## src/rtl/aes_pkg.sv

```systemverilog
// Shared constants and serializer state type for the inverse-AES output path.
package aes_pkg;

  localparam int AES_BLK_W       = 128;
  localparam int AES_BYTES       = 16;
  localparam int INV_AES_LATENCY = 10;

  typedef enum logic {
    IDLE  = 1'b0,
    SHIFT = 1'b1
  } ser_state_t;

endpackage

```

## src/rtl/blk_fifo.sv

```systemverilog
// Synchronous show-ahead FIFO; head word is visible on rd_data whenever count is nonzero.
module blk_fifo #(
  parameter  int WIDTH = 128,
  parameter  int DEPTH = 4,
  localparam int PTR_W = (DEPTH > 1) ? $clog2(DEPTH) : 1,
  localparam int CNT_W = $clog2(DEPTH + 1)
) (
  input  logic             clk,
  input  logic             rst_n,
  input  logic             wr_en,
  input  logic [WIDTH-1:0] wr_data,
  input  logic             rd_en,
  output logic [WIDTH-1:0] rd_data,
  output logic [CNT_W-1:0] count,
  output logic             empty
);

  logic [WIDTH-1:0] mem [DEPTH];
  logic [PTR_W-1:0] wr_ptr_reg, rd_ptr_reg;
  logic [PTR_W-1:0] wr_ptr_next, rd_ptr_next;
  logic [CNT_W-1:0] count_reg, count_next;
  logic             wr_fire, rd_fire;

  assign wr_fire = wr_en && (count_reg != CNT_W'(DEPTH));
  assign rd_fire = rd_en && (count_reg != '0);

  // Pointers wrap at DEPTH, which need not be a power of two.
  assign wr_ptr_next = (wr_ptr_reg == PTR_W'(DEPTH - 1)) ? '0 : wr_ptr_reg + PTR_W'(1);
  assign rd_ptr_next = (rd_ptr_reg == PTR_W'(DEPTH - 1)) ? '0 : rd_ptr_reg + PTR_W'(1);

  always_comb begin
    count_next = count_reg;
    case ({wr_fire, rd_fire})
      2'b10:   count_next = count_reg + CNT_W'(1);
      2'b01:   count_next = count_reg - CNT_W'(1);
      default: count_next = count_reg;
    endcase
  end

  always_ff @(posedge clk) begin
    if (wr_fire) begin
      mem[wr_ptr_reg] <= wr_data;
    end
  end

  always_ff @(posedge clk) begin
    if (!rst_n) begin
      wr_ptr_reg <= '0;
      rd_ptr_reg <= '0;
      count_reg  <= '0;
    end else begin
      if (wr_fire) wr_ptr_reg <= wr_ptr_next;
      if (rd_fire) rd_ptr_reg <= rd_ptr_next;
      count_reg <= count_next;
    end
  end

  assign rd_data = mem[rd_ptr_reg];
  assign count   = count_reg;
  assign empty   = (count_reg == '0);

endmodule

```

## src/rtl/inv_aes_out_serializer.sv

```systemverilog
// Credit-tracks blocks through a fixed-latency decryptor, buffers the plaintext
// and streams each 128-bit block out MSB byte first.
module inv_aes_out_serializer
  import aes_pkg::*;
#(
  parameter int LATENCY = INV_AES_LATENCY,
  parameter int DEPTH   = 4
) (
  input  logic                 clk,
  input  logic                 rst_n,
  input  logic                 blk_valid_in,
  output logic                 blk_ready_out,
  input  logic [AES_BLK_W-1:0] pt_in,
  output logic [7:0]           byte_out,
  output logic                 byte_valid,
  input  logic                 byte_ready,
  output logic                 byte_last,
  output logic                 overflow
);

  localparam int CNT_W = $clog2(DEPTH + 1);
  localparam int OUT_W = CNT_W + 1;

  logic [LATENCY-1:0]   tag_reg, tag_next;
  logic [CNT_W-1:0]     inflight_reg, inflight_next;
  logic                 overflow_reg;
  logic                 launch, tag_out;
  logic [OUT_W-1:0]     outstanding;

  logic [AES_BLK_W-1:0] fifo_head;
  logic [CNT_W-1:0]     fifo_count;
  logic                 fifo_empty;
  logic                 pop;

  ser_state_t           state_reg, state_next;
  logic [AES_BLK_W-1:0] shift_reg, shift_next;
  logic [3:0]           idx_reg, idx_next;
  logic                 handshake;

  assign launch  = blk_valid_in && blk_ready_out;
  assign tag_out = tag_reg[LATENCY-1];
  // Casting drops the oldest tag, which keeps this legal for LATENCY == 1.
  assign tag_next = LATENCY'({tag_reg, launch});

  always_comb begin
    inflight_next = inflight_reg;
    case ({launch, tag_out})
      2'b10:   inflight_next = inflight_reg + CNT_W'(1);
      2'b01:   inflight_next = inflight_reg - CNT_W'(1);
      default: inflight_next = inflight_reg;
    endcase
  end

  // Every block the upstream may launch already owns a FIFO slot or the serializer.
  assign outstanding   = OUT_W'(inflight_reg) + OUT_W'(fifo_count)
                       + OUT_W'(state_reg == SHIFT);
  assign blk_ready_out = (outstanding < OUT_W'(DEPTH));

  always_ff @(posedge clk) begin
    if (!rst_n) begin
      tag_reg      <= '0;
      inflight_reg <= '0;
      overflow_reg <= 1'b0;
    end else begin
      tag_reg      <= tag_next;
      inflight_reg <= inflight_next;
      if (blk_valid_in && !blk_ready_out) overflow_reg <= 1'b1;
    end
  end

  blk_fifo #(
    .WIDTH (AES_BLK_W),
    .DEPTH (DEPTH)
  ) u_fifo (
    .clk     (clk),
    .rst_n   (rst_n),
    .wr_en   (tag_out),
    .wr_data (pt_in),
    .rd_en   (pop),
    .rd_data (fifo_head),
    .count   (fifo_count),
    .empty   (fifo_empty)
  );

  assign handshake = (state_reg == SHIFT) && byte_ready;

  always_comb begin
    state_next = state_reg;
    shift_next = shift_reg;
    idx_next   = idx_reg;
    pop        = 1'b0;
    case (state_reg)
      IDLE: begin
        if (!fifo_empty) begin
          pop        = 1'b1;
          shift_next = fifo_head;
          idx_next   = '0;
          state_next = SHIFT;
        end
      end
      SHIFT: begin
        if (handshake) begin
          if (idx_reg == 4'(AES_BYTES - 1)) begin
            idx_next = '0;
            if (!fifo_empty) begin
              pop        = 1'b1;
              shift_next = fifo_head;
            end else begin
              // Shifting out the last byte leaves zero on byte_out while idle.
              shift_next = {shift_reg[AES_BLK_W-9:0], 8'h00};
              state_next = IDLE;
            end
          end else begin
            shift_next = {shift_reg[AES_BLK_W-9:0], 8'h00};
            idx_next   = idx_reg + 4'd1;
          end
        end
      end
      default: state_next = IDLE;
    endcase
  end

  always_ff @(posedge clk) begin
    if (!rst_n) begin
      state_reg <= IDLE;
      shift_reg <= '0;
      idx_reg   <= '0;
    end else begin
      state_reg <= state_next;
      shift_reg <= shift_next;
      idx_reg   <= idx_next;
    end
  end

  assign byte_out   = shift_reg[AES_BLK_W-1 -: 8];
  assign byte_valid = (state_reg == SHIFT);
  assign byte_last  = (state_reg == SHIFT) && (idx_reg == 4'(AES_BYTES - 1));
  assign overflow   = overflow_reg;

endmodule

```

## config.mk

```make
export PLATFORM = sky130hd
export DESIGN_NAME = inv_aes_out_serializer
export DESIGN_NICKNAME = d
export VERILOG_FILES = /design/src/rtl/aes_pkg.sv /design/src/rtl/blk_fifo.sv /design/src/rtl/inv_aes_out_serializer.sv
export SDC_FILE = /design/constraint.sdc
export NUM_CORES = 1
export LEC_CHECK = 0
export CAP_MARGIN = 20
export CELL_PAD_IN_SITES_DETAIL_PLACEMENT = 0
export CELL_PAD_IN_SITES_GLOBAL_PLACEMENT = 1
export CORE_MARGIN = 2
export CORE_UTILIZATION = 50
export CTS_CLUSTER_DIAMETER = 200
export DETAILED_ROUTE_END_ITERATION = 10
export PLACE_DENSITY_LB_ADDON = 0.1
export SYNTH_ARGS = -nofsm -noshare
export SYNTH_HDL_FRONTEND = slang
export SYNTH_SLANG_ARGS = --single-unit
```

## constraint.sdc

```tcl
create_clock -name clk -period 14.1 [get_ports clk]
set_input_delay 4.23 -clock clk [delete_from_list [all_inputs] [get_ports clk]]
set_output_delay 4.23 -clock clk [all_outputs]
set_load 0.05 [all_outputs]
```

Yosys cells after proc, flatten, opt, wreduce, memory -nomap -nowiden. Memories as Yosys holds them, arrays and structs flattened. A register that Yosys moved wholly into a read port is not among the register bits. Index checks and enable logic that the tools add are counted.

Flip-flop bits (word level): 154. RAM bits: 512. Bits of input ports: 132. Output and inout bits: 12. Word-level logic and storage cells: 67. Memories: 1.

Memories: u_fifo.mem (depth 4, width 128, read ports 1, clocked after memory_dff 1, write ports 1, RTL line blk_fifo.sv:18) `logic [WIDTH-1:0] mem [DEPTH];`.

Add/subtract/negate cells: 9. Order comparisons: 1. Eq/ne operators: 10. Multiplexer cells: 24. Bitwise logic cells: 1. Reduce and logical (&&, ||, !) cells: 12.

Operators with widths (count): 2-to-1 mux 128 bit (4); one-hot mux 128 bit (2 select lines) (1); 2-to-1 mux 4 bit (3); one-hot mux 3 bit (2 select lines) (2); equality test 2 bit, second input constant (4); 2-to-1 mux 2 bit (4); one-hot mux 4 bit (2 select lines) (1); 2-to-1 mux 1 bit (7); adder 3 x 1 -> 3 bit, second input constant (2); logical AND 1 bit (6); subtractor 3 x 1 -> 3 bit, second input constant (2); adder 2 x 1 -> 2 bit, second input constant (2); adder 3 x 3 -> 4 bit (1); adder 4 x 1 -> 4 bit (1); adder 4 x 1 -> 4 bit, second input constant (1); equality test 2 x 1 -> 1 bit, second input constant (2); equality test 4 bit, second input constant (1); < comparator 4 x 3 -> 1 bit, second input constant (1); one-hot mux 1 bit (2 select lines) (2); nonzero test 2 bit (2); logical NOT 3 bit (1); inequality test 3 bit, second input constant (1); nonzero test 3 bit (1); inequality test 2 x 1 -> 1 bit, second input constant (1); 4 further kinds (4).

Depth between registers and ports, before layout. Gate-level depths: netlist of run 1.

Word-level depth: 8. Mapped depth: 10. Gate-level depth less buffers: 10.

Modules after synthesis. A second synthesis of run 1 with hierarchy kept.

Cell total of the unflattened synthesis: 1560. Area, all modules: 26365.3 um^2.

By module, submodules not included: blk_fifo (times used 1, cells each 723, area each 19065.8 um^2, seq. area each 15554.9 um^2); inv_aes_out_serializer (times used 1, cells each 837, area each 7299.5 um^2, seq. area each 2942.8 um^2).

Worst setup path after synthesis of run 1. No wires, ideal clock.

Path kind: reg2out. Start point: register u_fifo.count_reg[0], in the netlist u_fifo.count[0]. End point: output port blk_ready_out. Arrival: 2.080 ns. Required time: 9.870 ns. Setup slack: 7.790 ns. Cell stages (with the launch flop): 4. Path buffers: 0. Cell sequence: dfxtp_1 -> ha_1 -> a21o_1 -> a2111oi_2.

Longest elaborated chain between the ends: 3.

RTL lines: start: declaration (RTL line blk_fifo.sv:21) `logic [CNT_W-1:0] count_reg, count_next;`; start signal: assignment (RTL line blk_fifo.sv:54) `count_reg <= count_next;`; adder 3 x 3 -> 4 bit (RTL line inv_aes_out_serializer.sv:55) `assign outstanding = OUT_W'(inflight_reg) + OUT_W'(fifo_count)`; adder 4 x 1 -> 4 bit (RTL line inv_aes_out_serializer.sv:56) `+ OUT_W'(state_reg == SHIFT);`; < comparator 4 x 3 -> 1 bit (RTL line inv_aes_out_serializer.sv:57) `assign blk_ready_out = (outstanding < OUT_W'(DEPTH));`; end: declaration (RTL line inv_aes_out_serializer.sv:12) `output logic blk_ready_out,`.

Every way passes these cells.

Worst setup path in the final report of run 1. Ends and elaborated chain as after synthesis.

==> reports/qor.txt, run 1 <==
==================================================================================================
Outcome ............................................................................. finished clean
Effective utilization at floorplan ..................................................        50.8%
Post-layout total power .............................................................      4.09 mW
Routed vias/inst ....................................................................         5.67
Pin count of the biggest net entering global routing ................................           82
Global-route wire length before repair ..............................................    78,700 um
Post-layout worst setup margin ......................................................      6770 ps
# clock sinks .......................................................................          668
Synth-to-layout area growth .........................................................        16.7%
Height of the die ...................................................................       227 um
Share of cells above drive strength 1 ...............................................        15.4%
Leakage .............................................................................      9.74 nW
Yosys synthesis warning count .......................................................            0
Post-CTS Repair Setup Buffers .......................................................            0
Count of port buffers added during placement ........................................          143
Crit share post-route ...............................................................        52.0%
Worst-path cell chain ............................................................... ha_1, a21o_1, a2111oi_2, clkdlybuf4s50_1
Fraction of the yosys area taken by sequential cells ................................        74.1%
Num ports ...........................................................................          144
Final setup fails ...................................................................            0
Final Hold Violating Endpoints ......................................................            0
Synth Area per Inst .................................................................     16.6 um2
Crit-path max cell delay ............................................................       930 ps
Sort of element at the start of the critical path ...................................    flip-flop
Total of flip-flops plus latches after synthesis ....................................          668
Hold Path Depth .....................................................................            1
Clock latency on the worst-skew pair ................................................       590 ps
Pre-antenna DRT Iters ...............................................................            7
Number of global-route vias before repair ...........................................       13,400
Highest clock frequency the design can meet .........................................      136 MHz
Worst Path Class, Setup ............................................................. flip-flop to primary output
Worst r2r src ....................................................................... u_fifo.count[0]
Post-Place Setup Slack ..............................................................      6940 ps
Initial antenna violation count .....................................................            4
Kind of end point of the critical path .............................................. primary output
CP Data Required Time ...............................................................      9870 ps
Worst path bufs/invs ................................................................            1
CTS tree ............................................................................         done
Maximum vdd drop ....................................................................       113 uV
CP max-delay cell ................................................................... sky130_fd_sc_hd__clkdlybuf4s50_1
Depth of the worst register-to-register path ........................................            4
Skew final ..........................................................................      18.0 ps
Gate Count Post-Synth ...............................................................        1,499
Detailed-route wire length ..........................................................    51,800 um
Row count ...........................................................................           81
Normalized max-slew margin ..........................................................        24.0%
Number of routed nets with antenna violations .......................................            0
Number of flip-flops in the largest register ........................................          512
Proportion of register bits with asynchronous set or reset after synthesis ..........           0%
Overflow left after global routing ..................................................            0
Library cells used by synthesis .....................................................           35
Drt wl/cell .........................................................................      22.2 um
Final total negative setup slack ....................................................         0 ps
R2r setup slk .......................................................................    10,440 ps
Combined global-route utilization of all metal layers ...............................        20.3%
Cell area after synthesis ...........................................................   25,000 um2
Number of clock buffers inserted by TritonCTS .......................................           69
Number of buffers inserted by hold repair at cts ....................................            0
Critical-path maximum fanout ........................................................            4
Post-route DRC violation count ......................................................            0
Final number of max-transition violations ...........................................            0
Largest buffer count on any clock path ..............................................            3
Synth Flop Type ..................................................................... sky130_fd_sc_hd__edfxtp_1
Global placement routability congestion .............................................        0.712
H-Tree Level Count ..................................................................            3
Type of the tightest min-delay check ................................................ flip-flop to flip-flop
Gate family responsible for the most delay along the worst path ..................... buffers and inverters
Total Nets Final ....................................................................        1,766
DIE AREA ............................................................................   51,700 um2
Clock transition time at the flip-flop clock pins of the worst setup and hold paths .        60 ps
Placed instance count ...............................................................        2,214
Cell at the root of the clock tree .................................................. sky130_fd_sc_hd__clkbuf_16
Slew at the pin closest to its max-slew limit .......................................      1140 ps
Net count of the mapped netlist .....................................................        1,644
Endpoint of the lowest-slack register-to-register path .............................. u_fifo.mem[3][35]
Dominant cell type by area after synthesis .......................................... sky130_fd_sc_hd__edfxtp_1
Die X-Extent ........................................................................       227 um
Max-capacitance violation count .....................................................            0
Number of synthesized flops with an enable pin ......................................          512
Data arrival, critical path .........................................................      3100 ps
Dpl hpwl ............................................................................    27,800 um
Ranking of synthesized cells by area ................................................ sky130_fd_sc_hd__edfxtp_1 (62%), sky130_fd_sc_hd__dfxtp_1 (13%), sky130_fd_sc_hd__mux4_2 (12%), sky130_fd_sc_hd__a21oi_1 (4.8%), sky130_fd_sc_hd__o21ai_0 (2.5%)
Power Dens Cells ....................................................................   140 nW/um2
Most used standard cell by instance count after synthesis ........................... sky130_fd_sc_hd__edfxtp_1
Fraction of synthesized cell area taken by the top area cell type ...................        61.6%
Commonest cells post-synth .......................................................... sky130_fd_sc_hd__edfxtp_1 (512), sky130_fd_sc_hd__a21oi_1 (241), sky130_fd_sc_hd__dfxtp_1 (156)
Endpoint with the worst hold slack ..................................................   tag_reg[4]
Min Clock Period, post-route ........................................................      7330 ps
Start point of the worst min-delay path .............................................   tag_reg[3]
Setup repair after global routing missed its margin .................................           no
Core region area ....................................................................   49,200 um2
Detailed router's first-iteration violation count ...................................        1,015
Via count ...........................................................................       13,300
Non-filler instance count after layout ..............................................        2,339
Post-CTS resize count ...............................................................            0
==================================================================================================
## area by class of cell
class | count | area, um2
diodes | 1 | 2.50
well taps | 664 | 831
flip-flops and latches | 668 | 18500
fillers | 3768 | 20000
repair buffers | 160 | 1560
inverters | 11 | 41.3
clock buffers | 92 | 1940
multi-input cells | 711 | 5960
clock inverters | 32 | 279
## logic make-up (layout without fill, tap and decap cells)
kind of cell	Yosys count	count (layout)	synth area share [%]
mux	132	132	11.7
compound gates	390	390	8.06
fa+ha+maj	13	13	0.712
other cells	0	1	0
xor+xnor	4	4	0.140
flops	668	668	74.1
simple gates	172	172	3.06
buf+inv	120	295	2.18
## stage by stage
stage | hold slack [ps] | util [%] | instance area [um2]
floorplan | 412 | - | 25000
global placement | 417 | 54.7 | 26900
detailed placement | 421 | 54.7 | 26900
CTS | 438 | 59.2 | 29100
global route | 458 | 59.2 | 29100
finish | 432 | 59.2 | 29100
## placed cells by master (no fill, tap or decap), types with 2 or more instances in the layout
cell type | Yosys | final
sky130_fd_sc_hd__clkdlybuf4s50_1 | 0 | 142
sky130_fd_sc_hd__mux2i_1 | 4 | 4
sky130_fd_sc_hd__nand2_1 | 126 | 126
sky130_fd_sc_hd__clkinv_2 | 0 | 13
sky130_fd_sc_hd__clkinv_1 | 0 | 11
sky130_fd_sc_hd__dfxtp_4 | 0 | 2
sky130_fd_sc_hd__clkbuf_1 | 45 | 13
sky130_fd_sc_hd__bufinv_16 | 0 | 5
sky130_fd_sc_hd__dfxtp_1 | 156 | 154
sky130_fd_sc_hd__mux4_2 | 128 | 128
sky130_fd_sc_hd__a22oi_1 | 8 | 8
sky130_fd_sc_hd__nor2_1 | 3 | 3
sky130_fd_sc_hd__o21a_4 | 0 | 2
sky130_fd_sc_hd__nand3_1 | 3 | 3
sky130_fd_sc_hd__o21ai_0 | 126 | 126
sky130_fd_sc_hd__edfxtp_1 | 512 | 512
sky130_fd_sc_hd__nor2b_1 | 14 | 14
sky130_fd_sc_hd__or3_1 | 3 | 3
sky130_fd_sc_hd__inv_1 | 11 | 11
sky130_fd_sc_hd__ha_1 | 11 | 11
sky130_fd_sc_hd__o21ai_4 | 0 | 2
sky130_fd_sc_hd__xnor2_1 | 2 | 2
sky130_fd_sc_hd__a21boi_0 | 5 | 5
sky130_fd_sc_hd__and2_1 | 18 | 14
sky130_fd_sc_hd__a21oi_1 | 241 | 241
sky130_fd_sc_hd__and2_4 | 0 | 4
sky130_fd_sc_hd__fa_1 | 2 | 2
sky130_fd_sc_hd__clkbuf_16 | 0 | 71
sky130_fd_sc_hd__clkbuf_8 | 0 | 8
sky130_fd_sc_hd__xor2_1 | 2 | 2
sky130_fd_sc_hd__buf_4 | 10 | 18
## routing by layer
layer / routed length, um / up-vias / track usage, %
met5: 40 / - / 0
met4: 854 / 6 / 5.84
met2: 24800 / 313 / 32.3
met1: 23500 / 6827 / 28.9
met3: 2680 / 63 / 3.90
li1: - / 6050 / -
## how the worst max path moves through the flow
stage                           end  cells past startpoint  slack [ps]       startpoint
floorplan             blk_ready_out                      3        7790  u_fifo.count[0]
global placement    u_fifo.count[2]                      9        6950       byte_ready
detailed placement  u_fifo.count[2]                      9        6940       byte_ready
CTS                   blk_ready_out                      4        6690  u_fifo.count[0]
global route          blk_ready_out                      4        6610  u_fifo.count[0]
finish                blk_ready_out                      4        6770  u_fifo.count[0]
## report_power, final
part / leakage [nW] / internal (mW) / switching [mW]
sequential: 5.86 / 2.14 / 0.0186
combinational: 2.79 / 0.0736 / 0.0893
clock: 1.10 / 1.05 / 0.716
(Power assumes the default switching activity.)
==> run 2: changes to the inputs <==
--- a/config.mk
+++ b/config.mk
@@ -9,7 +9,7 @@
 export CELL_PAD_IN_SITES_DETAIL_PLACEMENT = 0
 export CELL_PAD_IN_SITES_GLOBAL_PLACEMENT = 1
 export CORE_MARGIN = 2
-export CORE_UTILIZATION = 50
+export CORE_UTILIZATION = 46
 export CTS_CLUSTER_DIAMETER = 200
 export DETAILED_ROUTE_END_ITERATION = 10
 export PLACE_DENSITY_LB_ADDON = 0.1
==> constraint.sdc (replaced) <==
create_clock -name clk -period 6.6 [get_ports clk]
set_input_delay 1.98 -clock clk [delete_from_list [all_inputs] [get_ports clk]]
set_output_delay 1.98 -clock clk [all_outputs]
set_load 0.05 [all_outputs]
==> run 2 against run 1 <==
Critical path depth unchanged. Clock-buffer cell count increased by 11. Critical endpoint unchanged. Largest cell class unchanged. Register-to-register slack got worse by 6800 ps.
==> reports/qor.txt, run 2 (synthesized netlist as in run 1, its figures left out) <==
==================================================================================================
Height of the die ...................................................................       237 um   +4.2%
Hold slack final ....................................................................       429 ps   -3.32 ps
Die X-Extent ........................................................................       237 um   +4.2%
Synth-to-layout area growth .........................................................        17.5%
Combined global-route utilization of all metal layers ...............................        19.1%   -1.3 points
Final Hold Violating Endpoints ......................................................            0   unchanged
Part of the power in the clock network ..............................................        43.9%   +0.6 points
Share of cells above drive strength 1 ...............................................        15.4%   -0.055 points
Routed vias/inst ....................................................................         5.56   -1.9%
Critical-path maximum fanout ........................................................            4   unchanged
Final setup fails ...................................................................            0   unchanged
Row count ...........................................................................           85   +4.9%
Post-CTS Repair Setup Buffers .......................................................            0   unchanged
Top library cells by usage in the layout, fill and taps aside ....................... sky130_fd_sc_hd__edfxtp_1 (512), sky130_fd_sc_hd__a21oi_1 (241), sky130_fd_sc_hd__dfxtp_1 (154)
Maximum vdd drop ....................................................................       169 uV   +49%
Gate family responsible for the most delay along the worst path ..................... buffers and inverters
Highest clock frequency the design can meet .........................................      206 MHz
Drt wl/cell .........................................................................      22.1 um   -0.46%
Setup repair after global routing missed its margin .................................           no
Crit share post-route ...............................................................        73.7%
Count of port buffers added during placement ........................................          143   unchanged
Worst-path cell chain ............................................................... ha_1, a21o_1, a2111oi_2, clkdlybuf4s50_1
H-Tree Level Count ..................................................................            3   unchanged
Data arrival, critical path .........................................................      2880 ps   -220 ps
Number of flip-flops in the largest register ........................................          512   unchanged
Post-Place Setup Slack ..............................................................      2140 ps   -4800 ps
Worst path bufs/invs ................................................................            1   unchanged
Pre-antenna DRT Iters ...............................................................            5   -2
Sort of element at the start of the critical path ...................................    flip-flop
Placed instance count ...............................................................        2,244   +1.4%
Initial antenna violation count .....................................................            5   +1
Power Dens Cells ....................................................................   301 nW/um2   +110%
Global placement routability congestion .............................................        0.718   +0.83%
Dpl hpwl ............................................................................    28,200 um   +1.2%
Comb power frac .....................................................................         4.0%   about the same
Final total negative setup slack ....................................................         0 ps   unchanged
Clock transition time at the flip-flop clock pins of the worst setup and hold paths .        60 ps   about the same
Post-route DRC violation count ......................................................            0   unchanged
CP max-delay cell ................................................................... sky130_fd_sc_hd__clkdlybuf4s50_1
Most frequent standard cell in the layout excluding fill and tap cells .............. sky130_fd_sc_hd__edfxtp_1
Post-layout worst setup margin ......................................................      1740 ps   -5030 ps
Number of clock buffers inserted by TritonCTS .......................................           71   +2.9%
Largest buffer count on any clock path ..............................................            3   unchanged
Core region area ....................................................................   53,700 um2   +9.3%
Min Clock Period, post-route ........................................................      4860 ps
Sequential share of power ...........................................................        52.1%   -0.6 points
Proportion of total power due to net switching ......................................        20.3%   +0.18 points
Detailed router's first-iteration violation count ...................................          825   -19%
CTS tree ............................................................................         done
Number of global-route vias before repair ...........................................       13,700   +1.7%
Kind of end point of the critical path .............................................. primary output
Final number of max-transition violations ...........................................            0   unchanged
Leakage .............................................................................      9.79 nW   +0.48%
Normalized max-slew margin ..........................................................        35.5%   +12 points
Via count ...........................................................................       13,200   -0.32%
Num ports ...........................................................................          144   unchanged
Max-capacitance violation count .....................................................            0   unchanged
Total Nets Final ....................................................................        1,767   +0.057%
Crit-path max cell delay ............................................................       900 ps   -30 ps
Detailed-route wire length ..........................................................    52,400 um   +1.2%
Slew at the pin closest to its max-slew limit .......................................       968 ps   -173 ps
Type of the tightest min-delay check ................................................ flip-flop to flip-flop
Skew final ..........................................................................      24.3 ps   +6.30 ps
Effective utilization at floorplan ..................................................        46.5%   -4.3 points
CP Data Required Time ...............................................................      4620 ps   -5250 ps
Pin count of the biggest net entering global routing ................................          129   +57%
Global-route wire length before repair ..............................................    81,500 um   +3.5%
# clock sinks .......................................................................          668   unchanged
Internal power contribution .........................................................      7.03 mW   +120%
Number of buffers inserted by hold repair at cts ....................................            0   unchanged
Number of routed nets with antenna violations .......................................            0   unchanged
Power spent charging and discharging nets ...........................................      1.79 mW   +120%
Post-CTS resize count ...............................................................            0   unchanged
Outcome ............................................................................. finished clean
Non-filler instance count after layout ..............................................        2,377   +1.6%
DIE AREA ............................................................................   56,100 um2   +8.5%
Overflow left after global routing ..................................................            0   unchanged
Clock latency on the worst-skew pair ................................................       600 ps   about the same
Cell at the root of the clock tree .................................................. sky130_fd_sc_hd__clkbuf_16
Worst Path Class, Setup ............................................................. flip-flop to primary output
==================================================================================================
==> run 2: power groups by stage <==
stage	clock (mW)	combinational (mW)	sequential, mW
6_report	3.87	0.350	4.60
5_1_grt	4.14	0.388	4.61
4_1_cts	3.97	0.356	4.60
3_5_place_dp	0	0.354	4.69
3_3_place_gp	0	0.346	4.69
2_1_floorplan	0	0.193	4.67
==> run 2: per-layer routing <==
metal	part of all wire, %	vias up	track usage (%)
met5	0.099	-	0
met4	1.8	8	5.10
met3	4.3	80	3.88
met2	48	252	30.7
met1	46	6826	26.7
li1	-	6050	-
==> run 2: path summary, 6_finish.rpt <==
| kind | start | end | slack, ps | cells past startpoint |
|---|---|---|---|---|
| worst max register to register | u_fifo.count[0] | u_fifo.mem[2][74] | 3620 | 4 |
| worst min-delay path | tag_reg[1] | tag_reg[2] | 430 | 1 |
| worst max-delay path | u_fifo.count[0] | blk_ready_out | 1740 | 4 |
| worst min register to register | tag_reg[1] | tag_reg[2] | 430 | 1 |
==> run 2: final cells by class <==
class                           count  area, um2
Inverter                           11       41.3
Tap cell                          696        871
Timing Repair Buffer              159       1630
Antenna cell                        1       2.50
Clock inverter                     28        233
Fill cell                        4289      24400
Multi-Input combinational cell    711       5960
Clock buffer                      103       2070
Sequential cell                   668      18500
==> run 2: stage by stage <==
step	cell area, um2	power [mW]	util (%)
3_5_place_dp	27000	5.04	50.2
4_1_cts	29300	8.93	54.5
5_1_grt	29300	9.14	54.6
6_report	29300	8.83	54.6
2_1_floorplan	25000	4.87	-
3_3_place_gp	27000	5.04	50.2
==> run 2: worst reg2reg max path: cells and delay by family (launching register included) <==
kind            cells  cell delay [ps]
simple gates        1              810
flops               1              420
buf+inv             2              630
compound gates      1              630
==> run 3: changes to the inputs <==
==> constraint.sdc (replaced) <==
create_clock -name clk -period 4.1 [get_ports clk]
set_input_delay 1.23 -clock clk [delete_from_list [all_inputs] [get_ports clk]]
set_output_delay 1.23 -clock clk [all_outputs]
set_load 0.05 [all_outputs]
==> run 3 against run 2 <==
Critical path depth stayed put. Clock-buffer cell count is 4 lower. First-iteration DRC count is 10% higher. Sequential share of layout area is 0.18 points lower. Utilization is 0.15 points higher. Final area is 0.28% higher. Routed wire length is 3.0% higher.
==> reports/qor.txt, run 3 (synthesized netlist as in run 1, its figures left out) <==
==================================================================================================
Final std cell area, no fill ........................................................   29,400 um2   +0.28%
Initial antenna violation count .....................................................            1   -4
Routed vias/inst ....................................................................         5.59   +0.62%
Cell at the root of the clock tree .................................................. sky130_fd_sc_hd__clkbuf_16
Largest buffer count on any clock path ..............................................            3   unchanged
Hold slack final ....................................................................       430 ps   +1.21 ps
Area after detailed placement .......................................................   27,200 um2   +0.85%
Detailed-route wire length ..........................................................    54,000 um   +3.0%
Global placement routability congestion .............................................        0.724   +0.84%
Maximum vdd drop ....................................................................       361 uV   +110%
Drt wl/cell .........................................................................      22.7 um   +2.7%
Crit-path max cell delay ............................................................       590 ps   -310 ps
Outcome ............................................................................. finished clean
Kind of end point of the critical path .............................................. primary output
Final Hold Violating Endpoints ......................................................            0   unchanged
Gate family responsible for the most delay along the worst path ..................... compound AO/OA/AOI/OAI gates
Via count ...........................................................................       13,300   +0.87%
Placed instance count ...............................................................        2,258   +0.62%
Post-layout total power .............................................................      14.1 mW   +59%
Data arrival, critical path .........................................................      2550 ps   -330 ps
Number of global-route vias before repair ...........................................       13,900   +1.7%
Number of buffers inserted by hold repair at cts ....................................            0   unchanged
Row count ...........................................................................           85   unchanged
Effective utilization at floorplan ..................................................        46.5%   unchanged
Number of flip-flops in the largest register ........................................          512   unchanged
Post-route DRC violation count ......................................................            0   unchanged
Final setup fails ...................................................................            0   unchanged
Final number of max-transition violations ...........................................            0   unchanged
Post-layout worst setup margin ......................................................       318 ps   -1420 ps
Power Dens Cells ....................................................................   478 nW/um2   +59%
Critical-path maximum fanout ........................................................            4   unchanged
Total area of multi-input combinational cells .......................................     5960 um2   unchanged
Clock latency on the worst-skew pair ................................................       590 ps   about the same
Clock transition time at the flip-flop clock pins of the worst setup and hold paths .        60 ps   about the same
Worst-path cell chain ............................................................... ha_1, a21o_1, a2111oi_2, dlygate4sd2_1
Slew at the pin closest to its max-slew limit .......................................      1040 ps   +71.3 ps
CTS tree ............................................................................         done
H-Tree Level Count ..................................................................            3   unchanged
Final total negative setup slack ....................................................         0 ps   unchanged
Count of port buffers added during placement ........................................          143   unchanged
Overflow left after global routing ..................................................            0   unchanged
Leakage .............................................................................      9.82 nW   +0.30%
Core region area ....................................................................   53,700 um2   unchanged
Count of antenna diodes in the layout ...............................................            0   -1
Most frequent standard cell in the layout excluding fill and tap cells .............. sky130_fd_sc_hd__edfxtp_1
Min Clock Period, post-route ........................................................      3780 ps
Sort of element at the start of the critical path ...................................    flip-flop
Combined global-route utilization of all metal layers ...............................        19.7%   +0.61 points
CP max-delay cell ................................................................... sky130_fd_sc_hd__dlygate4sd2_1
Total Nets Final ....................................................................        1,779   +0.68%
Number of clock buffers inserted by TritonCTS .......................................           70   -1.4%
Pin count of the biggest net entering global routing ................................          113   -12%
CP Data Required Time ...............................................................      2870 ps   -1750 ps
Dpl hpwl ............................................................................    29,900 um   +6.0%
Num ports ...........................................................................          144   unchanged
# clock sinks .......................................................................          668   unchanged
Detailed router's first-iteration violation count ...................................          910   +10%
Non-filler instance count after layout ..............................................        2,383   +0.25%
Crit share post-route ...............................................................        92.2%
DIE AREA ............................................................................   56,100 um2   unchanged
Post-Place Setup Slack ..............................................................       591 ps   -1550 ps
Fillcell total ......................................................................        4,292   +0.070%
Highest clock frequency the design can meet .........................................      264 MHz
Die X-Extent ........................................................................       237 um   unchanged
Finished Core Util ..................................................................        54.7%   +0.15 points
Area used by sequential logic in the layout .........................................   18,500 um2   unchanged
Top library cells by usage in the layout, fill and taps aside ....................... sky130_fd_sc_hd__edfxtp_1 (512), sky130_fd_sc_hd__a21oi_1 (241), sky130_fd_sc_hd__dfxtp_1 (154)
Worst Path Class, Setup ............................................................. flip-flop to primary output
Post-CTS resize count ...............................................................            1   +1
Setup repair after global routing missed its margin .................................           no
Post-CTS Repair Setup Buffers .......................................................            0   unchanged
Pre-antenna DRT Iters ...............................................................            5   unchanged
Type of the tightest min-delay check ................................................ flip-flop to flip-flop
Skew final ..........................................................................      15.2 ps   -9.11 ps
Max-capacitance violation count .....................................................            0   unchanged
Height of the die ...................................................................       237 um   unchanged
Normalized max-slew margin ..........................................................        30.4%   -5.1 points
Number of routed nets with antenna violations .......................................            0   unchanged
Share of cells above drive strength 1 ...............................................        15.6%   +0.23 points
Worst path bufs/invs ................................................................            1   unchanged
Global-route wire length before repair ..............................................    83,000 um   +1.9%
Synth-to-layout area growth .........................................................        17.8%
==================================================================================================
run 3: changes by cell type in the layout (fill, tap and decap cells not counted), moves of 2 or more:
cell                        change
sky130_fd_sc_hd__inv_6          -2
sky130_fd_sc_hd__buf_12        +10
sky130_fd_sc_hd__clkbuf_16      -4
sky130_fd_sc_hd__buf_4          +4
run 3: layout make-up:
| class | count | share of cell area, % |
|---|---|---|
| inverter | 11 | 0.140 |
| timing repair buffer | 172 | 6.23 |
| multi-input combinational | 711 | 20.3 |
| sequential | 668 | 62.9 |
| clock inverter | 26 | 0.770 |
| clock buffer | 99 | 6.68 |
| tap | 696 | 2.96 |
run 3: worst register-to-register path, delay by kind of cell, from the launching register on:
kind	cells	cell delay, ps
and+or+nand+nor	1	660
DFF	1	440
buffers and inverters	2	540
AOI/OAI and AO/OA	1	840
run 3: worst paths after layout:
kind / start / endpoint / slack [ps] / depth (start not counted)
setup / recovery: u_fifo.count[0] / blk_ready_out / 320 / 4
hold / removal: tag_reg[1] / tag_reg[2] / 430 / 1
setup reg to reg: u_fifo.count[0] / u_fifo.mem[3][22] / 1240 / 4
hold reg to reg: tag_reg[1] / tag_reg[2] / 430 / 1
run 3: layer usage:
layer / up-vias / global-route usage [%] / wire, um
met5: - / 0 / 13
met4: 2 / 4.99 / 1040
met3: 83 / 3.80 / 2490
met2: 311 / 32.2 / 26300
met1: 6857 / 27.3 / 24200
li1: 6078 / - / -
run 3: report_power, final:
group          leakage (nW)  switching [mW]  internal, mW
Combinational          2.89           0.327         0.265
Sequential             5.86          0.0542          7.35
Clock                  1.07            2.48          3.58
